[src/rtl/demuxer_unitary_router.sv]
// Registered 1-to-NUM demultiplexer with valid/ready flow control; unselected slices read all-ones.
// Optional drop counter enabled by defining DEMUX_STAT_CNT_EN.
`timescale 1ns/1ps
module demuxer_unitary_router #(
  parameter int WIDTH = 8,
  parameter int NUM   = 4,
  localparam int AW   = $clog2(NUM)
) (
  input  logic                 clk,
  input  logic                 rst,
  input  logic [WIDTH-1:0]     data_in,
  input  logic [AW-1:0]        addr_in,
  input  logic                 valid_in,
  output logic                 ready_out,
  output logic [NUM*WIDTH-1:0] data_out_bus,
  output logic [NUM-1:0]       ena_out_bus,
  input  logic [NUM-1:0]       ready_in_bus,
  output logic                 addr_err
`ifdef DEMUX_STAT_CNT_EN
  ,
  output logic [15:0]          drop_cnt
`endif
);

  typedef enum logic {IDLE, HOLD} state_t;

  state_t           state_q, state_d;
  logic [WIDTH-1:0] data_q, data_d;
  logic [NUM-1:0]   sel_q, sel_d;
  logic             err_q, err_d;

  logic [NUM-1:0]   addr_dec;
  logic             addr_ok;
  logic             hold;
  logic             take;
  logic             accept;

  genvar gi;
  generate
    for (gi = 0; gi < NUM; gi++) begin : g_dec
      assign addr_dec[gi] = (32'(addr_in) == gi);
    end
  endgenerate

  // Folds to constant 1 when NUM is a power of two.
  assign addr_ok = (32'(addr_in) < NUM);

  assign hold      = (state_q == HOLD);
  assign take      = hold && ((sel_q & ready_in_bus) != '0);
  assign ready_out = hold ? take : 1'b1;
  assign accept    = valid_in && ready_out;

  always_comb begin
    state_d = state_q;
    data_d  = data_q;
    sel_d   = sel_q;
    err_d   = 1'b0;
    case (state_q)
      IDLE: begin
        if (accept) begin
          if (addr_ok) begin
            data_d  = data_in;
            sel_d   = addr_dec;
            state_d = HOLD;
          end else begin
            err_d = 1'b1;
          end
        end
      end
      HOLD: begin
        if (take) begin
          if (accept && addr_ok) begin
            data_d = data_in;
            sel_d  = addr_dec;
          end else begin
            state_d = IDLE;
            sel_d   = '0;
          end
          if (accept && !addr_ok) err_d = 1'b1;
        end
      end
      default: state_d = IDLE;
    endcase
  end

  always_ff @(posedge clk or posedge rst) begin
    if (rst) begin
      state_q <= IDLE;
      data_q  <= '0;
      sel_q   <= '0;
      err_q   <= 1'b0;
    end else begin
      state_q <= state_d;
      data_q  <= data_d;
      sel_q   <= sel_d;
      err_q   <= err_d;
    end
  end

  assign addr_err    = err_q;
  assign ena_out_bus = hold ? sel_q : '0;

  // All-ones on idle slices lets a plain AND tree recombine the channels.
  generate
    for (gi = 0; gi < NUM; gi++) begin : g_slice
      assign data_out_bus[gi*WIDTH +: WIDTH] = (hold && sel_q[gi]) ? data_q : {WIDTH{1'b1}};
    end
  endgenerate

`ifdef DEMUX_STAT_CNT_EN
  logic [15:0] drop_cnt_q;

  always_ff @(posedge clk or posedge rst) begin
    if (rst) begin
      drop_cnt_q <= '0;
    end else if (err_q && (drop_cnt_q != 16'hFFFF)) begin
      drop_cnt_q <= drop_cnt_q + 16'd1;
    end
  end

  assign drop_cnt = drop_cnt_q;
`endif

endmodule
[config.mk]
export PLATFORM = sky130hd
export DESIGN_NAME = demuxer_unitary_router
export DESIGN_NICKNAME = d
export VERILOG_FILES = /design/src/rtl/demuxer_unitary_router.sv
export SDC_FILE = /design/constraint.sdc
export NUM_CORES = 1
export LEC_CHECK = 0
export BUFFER_PORTS_ARGS = -buffer_cell sky130_fd_sc_hd__buf_4
export CORE_AREA = 2 2 52 54
export DETAILED_ROUTE_END_ITERATION = 12
export DIE_AREA = 0 0 54 56
export GPL_TIMING_DRIVEN = 0
export PLACE_DENSITY_LB_ADDON = 0.1
export SYNTH_ARGS = -nofsm -noshare
export SYNTH_HDL_FRONTEND = slang
export SYNTH_SLANG_ARGS = --single-unit
export TNS_END_PERCENT = 10
[constraint.sdc]
create_clock -name clk -period 1.88 [get_ports clk]
set_input_delay 0.282 -clock clk [delete_from_list [all_inputs] [get_ports clk]]
set_output_delay 0.282 -clock clk [all_outputs]
set_load 0.02 [all_outputs]
==> results, run 1 <==
- Once layout is complete, the utilization of the core stands at 0.5592.
- The count of max-cap constraint violations is 0.
- The run finished with clean final reports.
- The antenna diode count is 0.
- The net total in the final layout is 173.
- The synthesized design contains 0 enable-type register cells.
- The global-route wire length before repair is 3360 microns.
- The number of different library cells used by synthesis comes to 25.
- The minimum clock period is 1843 ps.
- Setup repair after global routing could not meet its margin everywhere.
- Data arrives at the worst endpoint at 1560 ps.
- After floorplanning, the core was sized to cover 2432 sq um.
- The kind of launch point of the worst setup path is a flop.
- The max-slew violation count is 0.
- Averaged over all synthesized cells, the footprint is 8.995 sq um.
- The portion of synthesized cell area occupied by the leading cell type is 0.3807.
- The analysis attributes to net switching a power of 0.7590 mW.
- Summed over all layers, the global routing overflow is 0.
- TritonCTS created 3 clock buffers.
- The via count of the first global-routing pass is 685.
- Overall power consumption after layout is estimated at 1.810 mW.
- The number of port buffers is 52.
- The detailed-router iteration count before antenna repair is 4.
- Of the total power, the share spent switching nets is 0.4194.
- The number of antenna violations at the first check in global routing is 0.
- In the routed layout, each cell is associated on average with a via count of 4.535.
- The static power due to leakage is 0.6563 nW.
- The post-detailed-route wirelength per cell is 12.47 microns.
- The count of placed standard cells including taps is 177.
- The count of endpoints failing hold in the final timing report was 0.
- Of the total power, the clock network draws 0.095.
- STA classifies the critical path endpoint as a primary output.
- The cell type with the largest total area after synthesis is sky130_fd_sc_hd__dfrtp_1.
- The remaining routing DRC violations is 0.
- Once detailed placement completed, the half-perimeter wirelength came to 1694 microns.
- The cell at the root of the clock tree is sky130_fd_sc_hd__clkbuf_4.
- Across all hold checks on the routed design, the worst slack comes to 40.58 ps.
- The highest ir drop seen on vdd is 0.8372 mV.
- The CTS tree is built.
- Excluding fillers, the count of instances in the completed layout stands at 185.
- The sequential cell area fraction in the yosys report is 0.3807.
- The area of the die is 3024 sq um.
- In this run the power density over the cells is 1331 nW/um^2.
- The most common cell after layout, fill and taps aside is sky130_fd_sc_hd__buf_4.
- The total via count after detailed routing is 839.
- The pin count of the biggest net entering global routing is 14.
- Measured against its own limit, the worst slew margin works out to 0.6289.
- The slew at the pin closest to its max-slew limit is 554.9 ps.
- Fill cells in the final layout number 232.
- In this run the horizontal extent of the chip is 54 microns.
- The part of the cycle the worst path needs is 0.9801.
- The count of H-tree levels built during CTS is 1.
- The critical-path maximum fanout is 3.
- The signal on the critical path passes through a222oi_1 > and3_4 > inv_2 > buf_6.
- By area the synthesized netlist is led by sky130_fd_sc_hd__dfrtp_1 38%, sky130_fd_sc_hd__or2_2 24%, sky130_fd_sc_hd__mux2_2 11%.
- The number of setup violations in the final report is 0.
- Leaving out fill and tap cells, the most frequent cells in the layout are 57 x sky130_fd_sc_hd__buf_4, 33 x sky130_fd_sc_hd__or2_2, 13 x sky130_fd_sc_hd__dfrtp_1.
- The post-synthesis instance area is 854.6 sq um.
- For the final routed database, the setup TNS stands at 0 ps.
- The tree built by TritonCTS fans out to 13 sinks.
- The fraction of final layout cells sized beyond drive strength 1 is 0.7097.
- The deepest clock path buffer count is 2.
- In the global route stage, overall resource usage came out at 0.1510.
- The number of warning messages in the yosys log is 0.
- The maximum frequency from static timing analysis is 0.5427 GHz.
- The kind of critical path is flop to primary output.
- Compared with the post-synthesis result, the final layout area differs by 59.15%.
- The synthesized flop and latch total is 13.
- The number of standard cells after synthesis is 95.
- The wire length reported by the detailed router is 2307 microns.
- The flip-flop cell with the highest count after synthesis is sky130_fd_sc_hd__dfrtp_1.
- The internal power of the cells totals 1.051 mW.
- The I/O pin count is 55.
- At the end of routability-driven placement, the weighted congestion stood at 0.7847.
- The first routing iteration left 8 violations.
- The class of the tightest hold or removal check is input port to asynchronous set/reset pin.
- The share of total power in sequential cells is 0.287.
- Clock-pin slew was measured on the worst setup and hold paths at 80 ps.
- For this configuration, the core starts out at a cell density of 0.3513.
- The vertical die dimension is 56 microns.
- The final clock skew is 1.765 ps.
- The count of hold-fix buffers inserted at cts is 0.
- The largest single stage delay on the critical path is 430 ps.
- The combinational share of power is 0.618.
- In the synthesized netlist the async set-or-reset flop fraction comes to 1.000.
- In this run the remaining antenna-violating nets after routing total 0.
- The net count after synthesis is 112.
- At the later pin of the worst-skew pair, clock insertion delay measures 270 ps.
- The cell with the largest stage delay on the worst path is sky130_fd_sc_hd__a222oi_1.
- Row generation in the floorplan step produced 18 rows.
- The data required time at the worst endpoint is 1600 ps.
## critical path, delay by kind of cell, from the launching register on
| kind | cells | cell delay (ps) |
|---|---|---|
| AOI/OAI and AO/OA | 1 | 430 |
| buffers and inverters | 2 | 160 |
| DFF | 1 | 410 |
| and+or+nand+nor | 1 | 290 |
## metal layers
metal,routed length [microns],share of wire,global-route usage
met1,981,0.43,0.2104
met2,1118,0.48,0.2300
met3,187,0.081,0.02688
met4,19,0.0082,0.05357
met5,0,0,0
## metrics by stage
step | area, sq um | setup slack [ps]
after floorplan | 854.6 | 130.8
after global placement | 1282 | -193.7
after detailed placement | 1282 | -196.0
after CTS | 1318 | -62.53
after global routing | 1360 | -23.66
final | 1360 | 37.34
## flip-flops by register name, indices dropped and copies added (netlist names)
signal and cells:
sel_q 4, hold 1, data_q 8
## synthesized netlist by cell type, types with 2 or more instances
| cell type | n |
|---|---|
| sky130_fd_sc_hd__or2_2 | 33 |
| sky130_fd_sc_hd__inv_1 | 9 |
| sky130_fd_sc_hd__mux2_2 | 8 |
| sky130_fd_sc_hd__dfrtp_1 | 13 |
| sky130_fd_sc_hd__a21oi_1 | 5 |
| sky130_fd_sc_hd__clkbuf_1 | 2 |
| sky130_fd_sc_hd__a211o_1 | 2 |
| sky130_fd_sc_hd__nand2_1 | 5 |
| sky130_fd_sc_hd__nand3b_1 | 2 |
## area by class of cell
| class | count | area [sq um] | share of cell area |
|---|---|---|---|
| Sequential cell | 13 | 325.3 | 0.2392 |
| Inverter | 9 | 33.78 | 0.02484 |
| Clock buffer | 4 | 26.28 | 0.01932 |
| Multi-Input combinational cell | 70 | 494.2 | 0.3634 |
| Buffer | 3 | 18.77 | 0.01380 |
| Timing Repair Buffer | 56 | 424.2 | 0.3119 |
| Tap cell | 30 | 37.54 | 0.02760 |
## kinds of logic (layout without fill, tap and decap cells)
group                  after synthesis  in the layout  synth area share
multiplexers                         9              9            0.1171
buffers and inverters               12             72           0.05710
AO/OA/AOI/OAI                       13             13            0.1054
other                                1              1          0.004388
AND/OR/NAND/NOR                     47             47            0.3353
flip-flops                          13             13            0.3807
## power groups by stage
| stage | Clock [mW] | Sequential, mW | Combinational, mW |
|---|---|---|---|
| 2_1_floorplan | 0 | 0.486 | 0.655 |
| 3_3_place_gp | 0 | 0.509 | 1.00 |
| 3_5_place_dp | 0 | 0.518 | 1.02 |
| 4_1_cts | 0.185 | 0.512 | 1.03 |
| 5_1_grt | 0.194 | 0.539 | 1.20 |
| 6_report | 0.172 | 0.520 | 1.12 |
## final timing paths
kind                       startpoint  slack, ps        end  depth (start not counted)
setup / recovery             sel_q[1]         40  ready_out                          4
hold / removal                    rst         40   sel_q[1]                          2
setup reg to reg             sel_q[1]        110  data_q[6]                          4
hold reg to reg             data_q[5]        560  data_q[5]                          1
max in group asynchronous         rst       1490  data_q[6]                          2
min in group clk           data_in[4]        240  data_q[4]                          2
## what timing repair did
item,CTS,global route
gates resized for setup,1,10
pin swaps,1,2
setup endpoints to repair,41,33
buffers inserted,1,3
No activity file was read; power rests on OpenSTA's default activity.
==> run 2: changes to the inputs <==
--- a/config.mk
+++ b/config.mk
@@ -5,10 +5,12 @@
 export SDC_FILE = /design/constraint.sdc
 export NUM_CORES = 1
 export LEC_CHECK = 0
+export ABC_AREA = 1
 export BUFFER_PORTS_ARGS = -buffer_cell sky130_fd_sc_hd__buf_4
-export CORE_AREA = 2 2 52 54
+export CAP_MARGIN = 10
+export CORE_AREA = 2 2 50 52
 export DETAILED_ROUTE_END_ITERATION = 12
-export DIE_AREA = 0 0 54 56
+export DIE_AREA = 0 0 52 54
 export GPL_TIMING_DRIVEN = 0
 export PLACE_DENSITY_LB_ADDON = 0.1
 export SYNTH_ARGS = -nofsm -noshare
==> run 2 against run 1 <==
First-iteration DRC count grew 38%. Sequential share of layout area increased by 2.3 points. Worst setup slack better by 200 ps. Clock power rose by 2%. Critical path depth unchanged. Core utilization decreased by 2.5 points. Area after synthesis decreased by 8.9%. Via count rose by 11%. Routed wire length decreased by 7.0%.
==> results, run 2 <==
- The remaining routing DRC violations is 0 (unchanged).
- The antenna diode count is 0 (unchanged).
- The global-route wire length before repair is 3415 microns (+1.6%).
- The final HPWL from detailed placement was 1751 microns (+3.3%).
- The area inside the core boundary is 2320 sq um (-4.6%).
- The count of placed standard cells including taps is 207 (+17%).
- The critical path's top delay family is flip-flops.
- The most frequent cell after synthesis is sky130_fd_sc_hd__nand2_1.
- Walking the worst path, the cells encountered are nand2_1 > clkinv_1 > nand2_1 > buf_4.
- The part of the cycle the worst path needs is 0.8731 (-0.1070).
- The post-layout instance count excluding filler cells was 211 (+14%).
- The sequential cell area fraction in the yosys report is 0.4180 (+0.03733).
- The critical-path maximum fanout is 9 (+6).
- The total negative setup slack came to 0 ps (unchanged).
- The flip-flop cell with the highest count after synthesis is sky130_fd_sc_hd__dfrtp_1.
- The detailed-router iteration count before antenna repair was 4 (unchanged).
- The async set-or-reset flop fraction in the synthesized netlist came to 1.000 (unchanged).
- The number of warning messages in the yosys log is 0 (unchanged).
- The final estimated routing congestion in global placement was 0.7392 (-5.8%).
- The ratio of routed vias to standard cells came to 4.417 (-2.6%).
- The cell type with the largest total area after synthesis is sky130_fd_sc_hd__dfrtp_1.
- The wire length reported by the detailed router is 2146 microns (-7.0%).
- The run finished with clean final reports.
- From synthesis to final layout, the design area changed by 59.32%.
- The number of buffers added by the clock tree synthesis step is 3 (unchanged).
- The number of port buffers came to 53 (+1.9%).
- The count of hold-fix buffers inserted at cts came to 0 (unchanged).
- The number of sinks handled by clock tree synthesis is 13 (unchanged).
- The tree is rooted in a sky130_fd_sc_hd__clkbuf_4.
- The most common cell after layout, fill and taps aside is sky130_fd_sc_hd__nand2_1.
- The final clock skew is 0.9137 ps (-0.8514 ps).
- The count of fill cells added during filler insertion was 251 (+8.2%).
- The deepest clock path buffer count is 2 (unchanged).
- The setup fix buffers added after clock tree synthesis is 0 (-1).
- The max-slew violation count is 0 (unchanged).
- The clock slew seen by the registers of the worst setup and hold paths is 80 ps (about the same).
- Among all stages on the critical path, the largest delay is contributed by sky130_fd_sc_hd__dfrtp_1.
- The flip-flop count of the largest register, all copies and words added is 8 (unchanged).
- The worst hold path belongs to the class input port to asynchronous set/reset pin.
- The mean instance size in the synthesized netlist is 6.276 sq um (-30%).
- The final global-route overflow total came to 0 (unchanged).
- The initial core utilization is 0.3355 (-0.01585).
- The worst setup slack before clock tree synthesis is 546.6 ps (+742.6 ps).
- The vertical die dimension is 54 microns (-3.6%).
- The commonest cells after synthesis are 69 x sky130_fd_sc_hd__nand2_1, 15 x sky130_fd_sc_hd__inv_1, 13 x sky130_fd_sc_hd__dfrtp_1.
- STA classifies the critical path endpoint as a primary output.
- The highest ir drop seen on vdd came to 0.7744 mV (-7.5%).
- The combined buffer and inverter count along the critical path was 2 (unchanged).
- The least setup slack across all paths after layout is 238.5 ps (+201.2 ps).
- The post-synthesis instance area is 778.2 sq um (-8.9%).
- By startpoint and endpoint, the worst setup path is classified as flop to primary output.
- The remaining number of nets flagged by the antenna check after routing is 0 (unchanged).
- The post-layout utilization of the core is 0.5345 (-0.02464).
- The data required time at the worst endpoint is 1600 ps (about the same).
- The fraction of final layout cells sized beyond drive strength 1 was 0.3425 (-0.3671).
- The number of placement rows is 18 (unchanged).
- The die width came to 52 microns (-3.7%).
- The portion of synthesized cell area occupied by the leading cell type is 0.4180 (+0.03733).
- The count of endpoints failing hold in the final timing report is 0 (unchanged).
- The top cell types in the final layout, fill and taps aside, are 69 x sky130_fd_sc_hd__nand2_1, 54 x sky130_fd_sc_hd__buf_4, 15 x sky130_fd_sc_hd__inv_1.
- The latest clock arrival within the worst-skew pair is 280 ps (about the same).
- The worst slack on hold paths is 6.950 ps (-33.63 ps).
- Setup repair after global routing left no endpoint under its margin.
- The standard cell area after detailed placement was 1214 sq um (-5.4%).
- TritonCTS built the clock tree.
- The maximum frequency from static timing analysis is 0.6092 GHz (+12%).
- The number of antenna violations at the first check in global routing came to 0 (unchanged).
- The power density over the cells is 1398 nW/um^2 (+5.1%).
- The number of gates resized after cts is 0 (-1).
- The kind of launch point of the worst setup path is a flop.
- The number of enable flip-flop cells after synthesis came to 0 (unchanged).
- The count of H-tree levels built during CTS was 1 (unchanged).
- The delay contributed by the slowest stage of the critical path is 440 ps (about the same).
- The arrival time at the worst endpoint was 1360 ps (-200 ps).
- The number of setup violations in the final report was 0 (unchanged).
- Yosys attributes the largest share of cell area to sky130_fd_sc_hd__dfrtp_1 42%, sky130_fd_sc_hd__nand2_1 33%, sky130_fd_sc_hd__nand3_1 7.7%.
- The static power due to leakage is 0.6797 nW (+3.6%).
- The count of unique library cells instantiated by Yosys is 13 (-48%).
- The total power is 1.733 mW (-4.2%).
- The pin count of the biggest net entering global routing is 14 (unchanged).
- The net total in the final layout is 199 (+15%).
- The total via count after detailed routing is 932 (+11%).
- The count of max-cap constraint violations was 0 (unchanged).
- The minimum clock period came to 1641 ps (-201.2 ps).
- The area of the die was 2808 sq um (-7.1%).
- The I/O pin count is 55 (unchanged).
- The post-detailed-route wirelength per cell is 10.17 microns (-18%).
- The via count of the first global-routing pass is 768 (+12%).
- The number of standard cells after synthesis is 124 (+31%).
- The top register by number of flip-flops is data_q.
- The net count after synthesis is 141 (+26%).
- The DRC marker count from the first detailed-route iteration is 11 (+3).
- The synthesized flop and latch total is 13 (unchanged).
- In this design, the critical path's most frequently occurring cell is sky130_fd_sc_hd__nand2_1.
- The cell area after layout is 1240 sq um (-8.8%).
- The global router's overall resource usage is 0.1666 (+0.01560).
run 2: changes by cell type in the layout (fill, tap and decap cells not counted), sizes merged, moves of 3 or more:
cell    delta
inv        +6
nand2     +66
buf        -3
or2       -32
mux2       -8
clkinv     +4
nor2       +3
a21oi      -5
nand3     +12
run 2: cell type report:
| class | count | area (sq um) | share of cell area |
|---|---|---|---|
| well taps | 30 | 37.54 | 0.03027 |
| repair buffers | 53 | 397.9 | 0.3209 |
| flip-flops and latches | 13 | 325.3 | 0.2624 |
| clock buffers | 4 | 26.28 | 0.02119 |
| inverters | 19 | 71.32 | 0.05752 |
| plain buffers | 3 | 22.52 | 0.01816 |
| multi-input cells | 89 | 359.1 | 0.2896 |
run 2: worst reg2reg max path: stages, from the launching register on:
cell and delay [ps]:
sky130_fd_sc_hd__dfrtp_1 440, sky130_fd_sc_hd__nand2_1 90, sky130_fd_sc_hd__nor2_2 90, sky130_fd_sc_hd__nand2_2 110, sky130_fd_sc_hd__buf_6 170, sky130_fd_sc_hd__nand3_1 70, sky130_fd_sc_hd__nand2_1 60
run 2: final timing paths:
kind | to | cells after the start | slack (ps) | startpoint
hold / removal | data_q[5] | 2 | 7 | rst
min in group clk | data_q[0] | 3 | 220 | data_in[0]
hold reg to reg | data_q[3] | 2 | 480 | data_q[3]
max in group asynchronous | data_q[3] | 2 | 1560 | rst
setup reg to reg | data_q[2] | 6 | 750 | hold
setup / recovery | data_out_bus[15] | 4 | 240 | hold
run 2: cell families (layout without fill, tap and decap cells):
logic type | after synthesis | in the layout | share of synthesized area
flops | 13 | 13 | 0.4180
buf+inv | 22 | 79 | 0.1206
simple gates | 88 | 88 | 0.4566
other cells | 1 | 1 | 0.004819
run 2: routing by layer:
metal	part of all wire	GRT usage
met1	0.43	0.2058
met5	0	0
met2	0.45	0.2722
met3	0.096	0.02500
met4	0.024	0.1053
run 2: power by group:
group / leakage, nW / switching [mW] / internal, mW
registers: 0.163 / 0.0824 / 0.394
logic: 0.502 / 0.680 / 0.401
clock network: 0.0150 / 0.0937 / 0.0825
